==> src/rtl/switch_pkg.sv <==
// Shared constants, FSM state encoding and one-hot/binary helpers for the switch scheduler.
// The helpers are sized by the package defaults, so the top must be built with matching N/AW.
package switch_pkg;

    localparam int N_DEF  = 4;
    localparam int DW_DEF = 4;
    localparam int AW_DEF = 2;

    typedef logic [1:0] state_t;

    localparam state_t ST_IDLE  = 2'd0;
    localparam state_t ST_GRANT = 2'd1;
    localparam state_t ST_WRITE = 2'd2;

    function automatic logic [N_DEF-1:0] bin_to_onehot(input logic [AW_DEF-1:0] b);
        logic [N_DEF-1:0] oh;
        oh    = '0;
        oh[b] = 1'b1;
        return oh;
    endfunction

    function automatic logic [AW_DEF-1:0] onehot_to_bin(input logic [N_DEF-1:0] oh);
        logic [AW_DEF-1:0] b;
        b = '0;
        for (int i = 0; i < N_DEF; i++) begin
            if (oh[i]) begin
                b = b | AW_DEF'(i);
            end
        end
        return b;
    endfunction

endpackage

==> src/rtl/switch_sched_rr_pick.sv <==
// Combinational round-robin picker: first eligible port at or after ptr, wrapping modulo N.
module rr_pick #(
    parameter int N  = 4,
    parameter int AW = 2
) (
    input  logic [N-1:0]  eligible,
    input  logic [AW-1:0] ptr,
    output logic [N-1:0]  winner,
    output logic          valid
);

    logic [AW-1:0] idx;

    // AW-bit addition wraps naturally because N == 2**AW
    always_comb begin
        winner = '0;
        valid  = 1'b0;
        idx    = '0;
        for (int i = 0; i < N; i++) begin
            idx = ptr + AW'(i);
            if (!valid && eligible[idx]) begin
                winner[idx] = 1'b1;
                valid       = 1'b1;
            end
        end
    end

endmodule

==> src/rtl/switch_sched.sv <==
// Crossbar transfer scheduler: round-robin grant of one port at a time, then a buffered
// write into the destination FIFO, stalling while that FIFO is full.
module switch_sched
    import switch_pkg::*;
#(
    parameter int N  = N_DEF,
    parameter int DW = DW_DEF,
    parameter int AW = AW_DEF
) (
    input  logic          clk_i,
    input  logic          rst_ni,
    input  logic [N-1:0]    rqt,
    input  logic [N*AW-1:0] adr_i,
    input  logic [N*DW-1:0] dat_i,
    input  logic [N-1:0]    full_i,
    output logic [N-1:0]    gnt,
    output logic [DW-1:0]   dat_o,
    output logic [N-1:0]    wen,
    output logic            busy,
    output logic [7:0]      xfer_cnt
);

    state_t        state;
    logic [AW-1:0] ptr;
    logic [DW-1:0] dat_buf;
    logic [AW-1:0] adr_buf;

    logic [N-1:0]  eligible;
    logic [N-1:0]  pick;
    logic          pick_valid;
    logic [AW-1:0] win_bin;
    logic [DW-1:0] sel_dat;
    logic [AW-1:0] sel_adr;
    logic          dest_ready;

    // A request only competes if its destination FIFO can currently accept data
    always_comb begin
        eligible = '0;
        for (int k = 0; k < N; k++) begin
            eligible[k] = rqt[k] & ~full_i[adr_i[k*AW +: AW]];
        end
    end

    rr_pick #(.N(N), .AW(AW)) u_pick (
        .eligible (eligible),
        .ptr      (ptr),
        .winner   (pick),
        .valid    (pick_valid)
    );

    always_comb begin
        sel_dat = '0;
        sel_adr = '0;
        for (int k = 0; k < N; k++) begin
            if (pick[k]) begin
                sel_dat = dat_i[k*DW +: DW];
                sel_adr = adr_i[k*AW +: AW];
            end
        end
    end

    assign win_bin    = onehot_to_bin(pick);
    assign dest_ready = ~full_i[adr_buf];

    always_ff @(posedge clk_i or negedge rst_ni) begin
        if (!rst_ni) begin
            state    <= ST_IDLE;
            ptr      <= '0;
            gnt      <= '0;
            dat_buf  <= '0;
            adr_buf  <= '0;
            xfer_cnt <= '0;
        end else begin
            case (state)
                ST_IDLE: begin
                    if (pick_valid) begin
                        gnt     <= pick;
                        dat_buf <= sel_dat;
                        adr_buf <= sel_adr;
                        ptr     <= win_bin + AW'(1);
                        state   <= ST_GRANT;
                    end
                end
                ST_GRANT: begin
                    gnt   <= '0;
                    state <= ST_WRITE;
                end
                ST_WRITE: begin
                    if (dest_ready) begin
                        xfer_cnt <= xfer_cnt + 8'd1;
                        state    <= ST_IDLE;
                    end
                end
                default: begin
                    gnt   <= '0;
                    state <= ST_IDLE;
                end
            endcase
        end
    end

    // Write enable follows full_i combinationally so a FIFO freeing up is used in the same cycle
    assign wen   = (state == ST_WRITE && dest_ready) ? bin_to_onehot(adr_buf) : '0;
    assign dat_o = dat_buf;
    assign busy  = (state != ST_IDLE);

endmodule

==> config.mk <==
export PLATFORM = sky130hd
export DESIGN_NAME = switch_sched
export DESIGN_NICKNAME = d
export VERILOG_FILES = /design/src/rtl/switch_pkg.sv /design/src/rtl/switch_sched_rr_pick.sv /design/src/rtl/switch_sched.sv
export SDC_FILE = /design/constraint.sdc
export NUM_CORES = 1
export LEC_CHECK = 0
export ABC_AREA = 0
export CAP_MARGIN = 20
export CELL_PAD_IN_SITES_DETAIL_PLACEMENT = 2
export CELL_PAD_IN_SITES_GLOBAL_PLACEMENT = 2
export CORE_MARGIN = 10
export CORE_UTILIZATION = 28
export CTS_BUF_LIST = sky130_fd_sc_hd__clkbuf_4
export DETAILED_ROUTE_END_ITERATION = 8
export GPL_TIMING_DRIVEN = 1
export PLACE_DENSITY_LB_ADDON = 0.1
export SYNTH_ARGS = -nofsm -noshare
export SYNTH_HDL_FRONTEND = slang
export SYNTH_HIERARCHICAL = 1
export SYNTH_SLANG_ARGS = --single-unit
==> constraint.sdc <==
create_clock -name clk_i -period 3.75 [get_ports clk_i]
set_input_delay 0.75 -clock clk_i [delete_from_list [all_inputs] [get_ports clk_i]]
set_output_delay 0.75 -clock clk_i [all_outputs]
set_load 0.01 [all_outputs]
# Word level (Yosys, flattened, before mapping)
# Index checks and enable logic that the tools add are counted.
[totals]
word_cells = 113
reg_bits = 22
output_inout_bits = 21
[op_classes]
add_sub_neg = 5
reduce_logical = 18
n_eq_ne = 4
n_bitwise = 13
mux = 53
order_cmp = 14
[ops]
columns = ["op", "n"]
rows = [
  ["$mux 4", 10],
  ["$lt 2x3->1 const B", 9],
  ["$mux 1", 19],
  ["$bmux 1 s2", 9],
  ["$mux 2", 8],
  ["$or 4x4->4", 3],
  ["$demux 1 s2", 5],
  ["$ge 2x1->1 const B", 5],
  ["$logic_and 1x1->1", 9],
  ["$add 8x1->8 const B", 1],
  ["$pmux 4 s2", 1],
  ["$reduce_and 2->1", 4],
  ["$not 1->1", 6],
  ["$pmux 2 s3", 1],
  ["$add 2x1->2 const B", 2],
  ["$add 2x2->2 const B", 2],
  ["$and 1x1->1", 4],
  ["$ne 2x2->1 const B", 2],
  ["$logic_not 1->1", 3],
  ["$eq 2x1->1 const B", 1],
  ["$eq 2x2->1 const B", 1],
  ["$logic_not 2->1", 1],
  ["$reduce_bool 2->1", 1],
]

# Depth between registers and ports, before layout
[logic_depth]
word_depth = 20
mapped_depth = 12

# Modules after synthesis
# Netlist, hierarchy kept.
[modules_own_cells]
columns = ["mod", "n_inst", "area_each_um2", "cells_per_inst", "seq_area_each_um2"]
rows = [
  ["switch_sched", 1, 1293.7, 132, 550.5],
  ["rr_pick", 1, 494.2, 62, 0.0],
]

# Worst setup path after synthesis
# No wires, ideal clock.
[synth_timing]
kind = "input to register"
start = "input adr_i[2]"
end = "register dat_buf[2], in the netlist dat_o[2]"
path_slack_ps = 429
arrival_time_ps = 3197
required_ps = 3626
setup_ps = 124
n_path_buf = 1
path_stages = 10
path_cell_list = "mux4_2 nor2b_1 or3b_1 a2111o_1 nand3_2 o2bb2ai_1 clkbuf_1 a21oi_1 a22oi_1 a21oi_1"
[synth_via]
elab_cells_between_ends = 34
classes_between = "mux: 22; bitwise: 5; reduce/logical: 7"
[synth_lines]
columns = ["element", "line", "text"]
rows = [
  ["start: declaration", "switch_sched.sv:13", "input logic [N*AW-1:0] adr_i,"],
  ["$bmux 1 s2 (*)", "switch_sched.sv:40", "eligible[k] = rqt[k] & ~full_i[adr_i[k*AW +: AW]];"],
  ["$mux 1 (implied by the code) (*)", "switch_sched.sv:40", ""],
  ["$not 1->1 (*)", "switch_sched.sv:40", ""],
  ["$and 1x1->1 (*)", "switch_sched.sv:40", ""],
  ["net eligible[1]", "switch_sched.sv:28", "logic [N-1:0] eligible;"],
  ["$bmux 1 s2", "switch_sched_rr_pick.sv:21", "if (!valid && eligible[idx]) begin"],
  ["$mux 1 (implied by the code)", "switch_sched_rr_pick.sv:21", ""],
  ["$mux 1", "switch_sched_rr_pick.sv:21", ""],
  ["[... 3 more ...]", "n/a", ""],
  ["$logic_not 1->1", "switch_sched_rr_pick.sv:21", ""],
  ["$logic_and 1x1->1", "switch_sched_rr_pick.sv:21", ""],
  ["$mux 1", "switch_sched_rr_pick.sv:21", ""],
  ["$logic_not 1->1", "switch_sched_rr_pick.sv:21", ""],
  ["$logic_and 1x1->1", "switch_sched_rr_pick.sv:21", ""],
  ["$mux 4 (*)", "switch_sched_rr_pick.sv:21", ""],
  ["net pick[2]", "switch_sched.sv:29", "logic [N-1:0] pick;"],
  ["$mux 4 (*) (2 in a row)", "switch_sched.sv:55", "if (pick[k]) begin"],
  ["end signal: assignment", "switch_sched.sv:78", "dat_buf <= sel_dat;"],
  ["end: declaration", "switch_sched.sv:25", "logic [DW-1:0] dat_buf;"],
]
# The timed path passes the listed nets; every way through them passes the cells marked *. The select of a mux whose other input is x is not followed.
# A chain may end at the register's enable or synchronous reset.

# Worst setup path in the final report
[layout_timing]
start = "input adr_i[2]"
end = "register adr_buf[1]"
[layout_via]
elab_cells_between_ends = 34
classes_between = "mux: 22; bitwise: 5; reduce/logical: 7"
[layout_lines]
columns = ["element", "line", "text"]
rows = [
  ["$bmux 1 s2 (*)", "switch_sched.sv:40", ""],
  ["$mux 1 (implied by the code) (*)", "switch_sched.sv:40", ""],
  ["$not 1->1 (*)", "switch_sched.sv:40", ""],
  ["$and 1x1->1 (*)", "switch_sched.sv:40", ""],
  ["net eligible[1]", "switch_sched.sv:28", ""],
  ["$bmux 1 s2", "switch_sched_rr_pick.sv:21", ""],
  ["$mux 1 (implied by the code)", "switch_sched_rr_pick.sv:21", ""],
  ["$mux 1", "switch_sched_rr_pick.sv:21", ""],
  ["[... 3 more ...]", "n/a", ""],
  ["$logic_not 1->1", "switch_sched_rr_pick.sv:21", ""],
  ["$logic_and 1x1->1", "switch_sched_rr_pick.sv:21", ""],
  ["$mux 1", "switch_sched_rr_pick.sv:21", ""],
  ["$logic_not 1->1", "switch_sched_rr_pick.sv:21", ""],
  ["$logic_and 1x1->1", "switch_sched_rr_pick.sv:21", ""],
  ["$mux 4 (*)", "switch_sched_rr_pick.sv:21", ""],
  ["net pick[1]", "switch_sched.sv:29", ""],
  ["$mux 2 (*) (3 in a row)", "switch_sched.sv:55", ""],
  ["end signal: assignment", "switch_sched.sv:79", "adr_buf <= sel_adr;"],
  ["end: declaration", "switch_sched.sv:26", "logic [AW-1:0] adr_buf;"],
]
# Marks and branches as above.

==> out/qor.txt <==
Async set-reset flop share out of synthesis: 1.00
Status: complete, no violations
Setup TNS: 0 ns
Commonest non-fill, non-tap cell in the layout: clkdlybuf4s50_1
WL/cell: 19.6 um
Row cnt: 29
Share of cells above drive strength 1: 0.171
Antenna diode count: 0
Slew @ Worst Pin: 0.428 ns
Mapped Area: 1790 um2
H-tree levels: 1
Commonest non-fill, non-tap cells in the layout: clkdlybuf4s50_1 (54), dfrtp_1 (22), buf_4 (20), a21oi_1 (18), nor2_1 (16)
Max Clock Freq: 288 MHz
Post-Synthesis Cells: 194
Slowest cell on crit path: clkdlybuf4s50_1
PD cells: 764 nW/um2
CP endpoint kind: flop
Core area: 6280 um2
CTS tree: done
Clk sinks: 22
Syn Nets: 235
R2R setup slack: 1.06 ns
Starting Density: 0.285
Crit-path max FO: 15
CTS max path bufs: 2
MaxCap Viol Count: 0
Area grow syn2layout: 46.0%
Hold Fails Final Rpt: 0
Die Y: 99.9 um
Vias per cell: 5.18
Post-layout nets: 305
Total Routing Usage GR: 0.134
Met1 Use GR: 0.169
Starting DRC count in detailed routing: 37
PnR worst setup slack: 0.279 ns
Die ar.: 9980 um2
# IOs: 55
WS Path Type: in2reg
Critical path's most frequent cell: a21oi_1
Post-synth cell types: 43
Clk pin slew, worst setup/hold paths: 0.16 ns
Crit path launch type: input port
Max incr delay on CP: 0.51 ns
Pre-CTS setup slack: -0.236 ns
Seq cells post-synth: 22
Crit share post-route: 0.926
Final setup viols: 0
Vias in the first global route: 2103
Setup Fix Bufs, Post-CTS: 0
Number of enable flip-flop cells after synthesis: 0
CP required: 3.97 ns
Vias: 1761
Synth warnings: 6
Hpwl dp: 5310 um
M2 GR Usage: 0.221
Worst skew pair latency: 0.33 ns
Met3 Use GR: 0.0364
Avg Cell Area, Syn: 9.22 um2
Largest net degree at the start of global routing: 23
Hold Path Class: reg2reg
Leak: 1.08 nW
Minimum clock period after layout: 3.47 ns
Most used routing layer: met2
First-pass GRT wire length: 11000 um
Final WL: 6680 um
Die X: 99.9 um
GRT overflow: 0
DRT Pass-1 Iters: 4
RSZ-0062 raised after global routing: no
CTS resizes: 0
Max-slew headroom: 0.714
Number of port buffers: 54
CTS Hold Bufs: 0
Initial antenna violation count: 0
DRC: 0
Sequential element share of the synthesized area: 0.308
Post-route ant nets: 0
CP Cell Sequence: clkdlybuf4s50_1, mux4_2, nor2b_1, buf_4, mux2i_1, mux2_2, a211oi_1, o2bb2ai_1, buf_12, a21oi_1, o21ai_0, a22oi_1, a21oi_1
Fill count: 699
Critical path arrival: 3.69 ns
Final Slew Violations: 0
CTS Root Cell: clkbuf_4
Final Wtd Congestion: 0.814
Final Skew: 0.0143 ns
CTS Buf Count: 3
VDD IR max: 500 uV
Dominant synthesized flop cell: dfrtp_1
metal layers:
metal	vias up	part of all wire
met1	880	0.45
li1	844	-
met3	7	0.050
met4	0	0.0097
met2	30	0.49
met5	-	0
cells by family after synthesis:
| family | share of synthesized area |
|---|---|
| simple gates | 0.188 |
| compound gates | 0.197 |
| mux | 0.162 |
| flops | 0.308 |
| buf+inv | 0.0574 |
| xor+xnor | 0.0392 |
| fa+ha+maj | 0.0490 |
area by class of cell:
type | count | area, um2 | area share
inverter | 10 | 37.5 | 0.0144
timing repair buffer | 76 | 731 | 0.280
clock inverter | 1 | 30.0 | 0.0115
tap | 77 | 96.3 | 0.0369
multi-input combinational | 151 | 1140 | 0.438
clock buffer | 3 | 22.5 | 0.00862
sequential | 22 | 551 | 0.211
worst paths after layout:
path / from / endpoint / cells past startpoint
max: adr_i[2] / adr_buf[1] / 13
min: xfer_cnt[7] / xfer_cnt[7] / 1
max in group asynchronous: rst_ni / xfer_cnt[6] / 2
min in group asynchronous: rst_ni / gnt[3] / 2
min reg2reg: xfer_cnt[7] / xfer_cnt[7] / 1
max reg2reg: ptr[0] / adr_buf[1] / 12
sequential cells by signal, summed over array words and instances (netlist names):
name,flops
ptr,2
adr_buf,2
state,2
dat_o,4
gnt,4
xfer_cnt,8
metrics by stage:
| stage | instance area [um2] | hold slack [ns] | utilization | instances | total power [mW] |
|---|---|---|---|---|---|
| 3_5_place_dp | 2550 | 0.474 | 0.406 | 336 | 1.81 |
| 6_report | 2610 | 0.483 | 0.416 | 340 | 2.00 |
| 4_1_cts | 2600 | 0.493 | 0.415 | 340 | 2.01 |
| 5_1_grt | 2610 | 0.511 | 0.416 | 340 | 2.20 |
| 3_3_place_gp | 2550 | 0.463 | 0.406 | 336 | 1.76 |
| 2_1_floorplan | 1790 | 0.454 | - | 194 | 1.24 |
Yosys cell counts (all sizes together), types with 2 or more instances:
master	number	area share
a21oi	18	0.050
and3	2	0.0070
ha	7	0.049
dfrtp	22	0.31
or2	2	0.0070
nor3b	2	0.0084
nand2b	6	0.021
clkbuf	5	0.011
o31ai	2	0.0084
a31o	2	0.0098
o2bb2ai	4	0.020
inv	10	0.021
mux2	6	0.038
nand4	3	0.010
o21ai	7	0.020
a211oi	2	0.0084
nand3b	2	0.0084
mux2i	11	0.062
nand2	13	0.027
nor3	3	0.0084
nand3	4	0.014
a221oi	2	0.017
a22oi	6	0.025
or3b	2	0.011
buf	6	0.025
mux4	5	0.063
o22ai	7	0.032
nor2b	4	0.014
nor2	16	0.034
xnor2	7	0.034
critical path: cells and delay by family:
kind                   cells  cell delay (ns)
buffers and inverters      3             0.86
muxes                      3             0.93
AOI/OAI and AO/OA          6             0.99
and+or+nand+nor            1             0.17
report_power, final:
part,switching (mW),total [mW],leakage (nW),internal (mW)
clock network,0.0891,0.197,0.0279,0.108
logic,0.704,1.36,0.773,0.654
registers,0.109,0.440,0.276,0.332
total,0.902,2.00,1.08,1.09
Note: power is estimated with default switching activity, not from simulation.
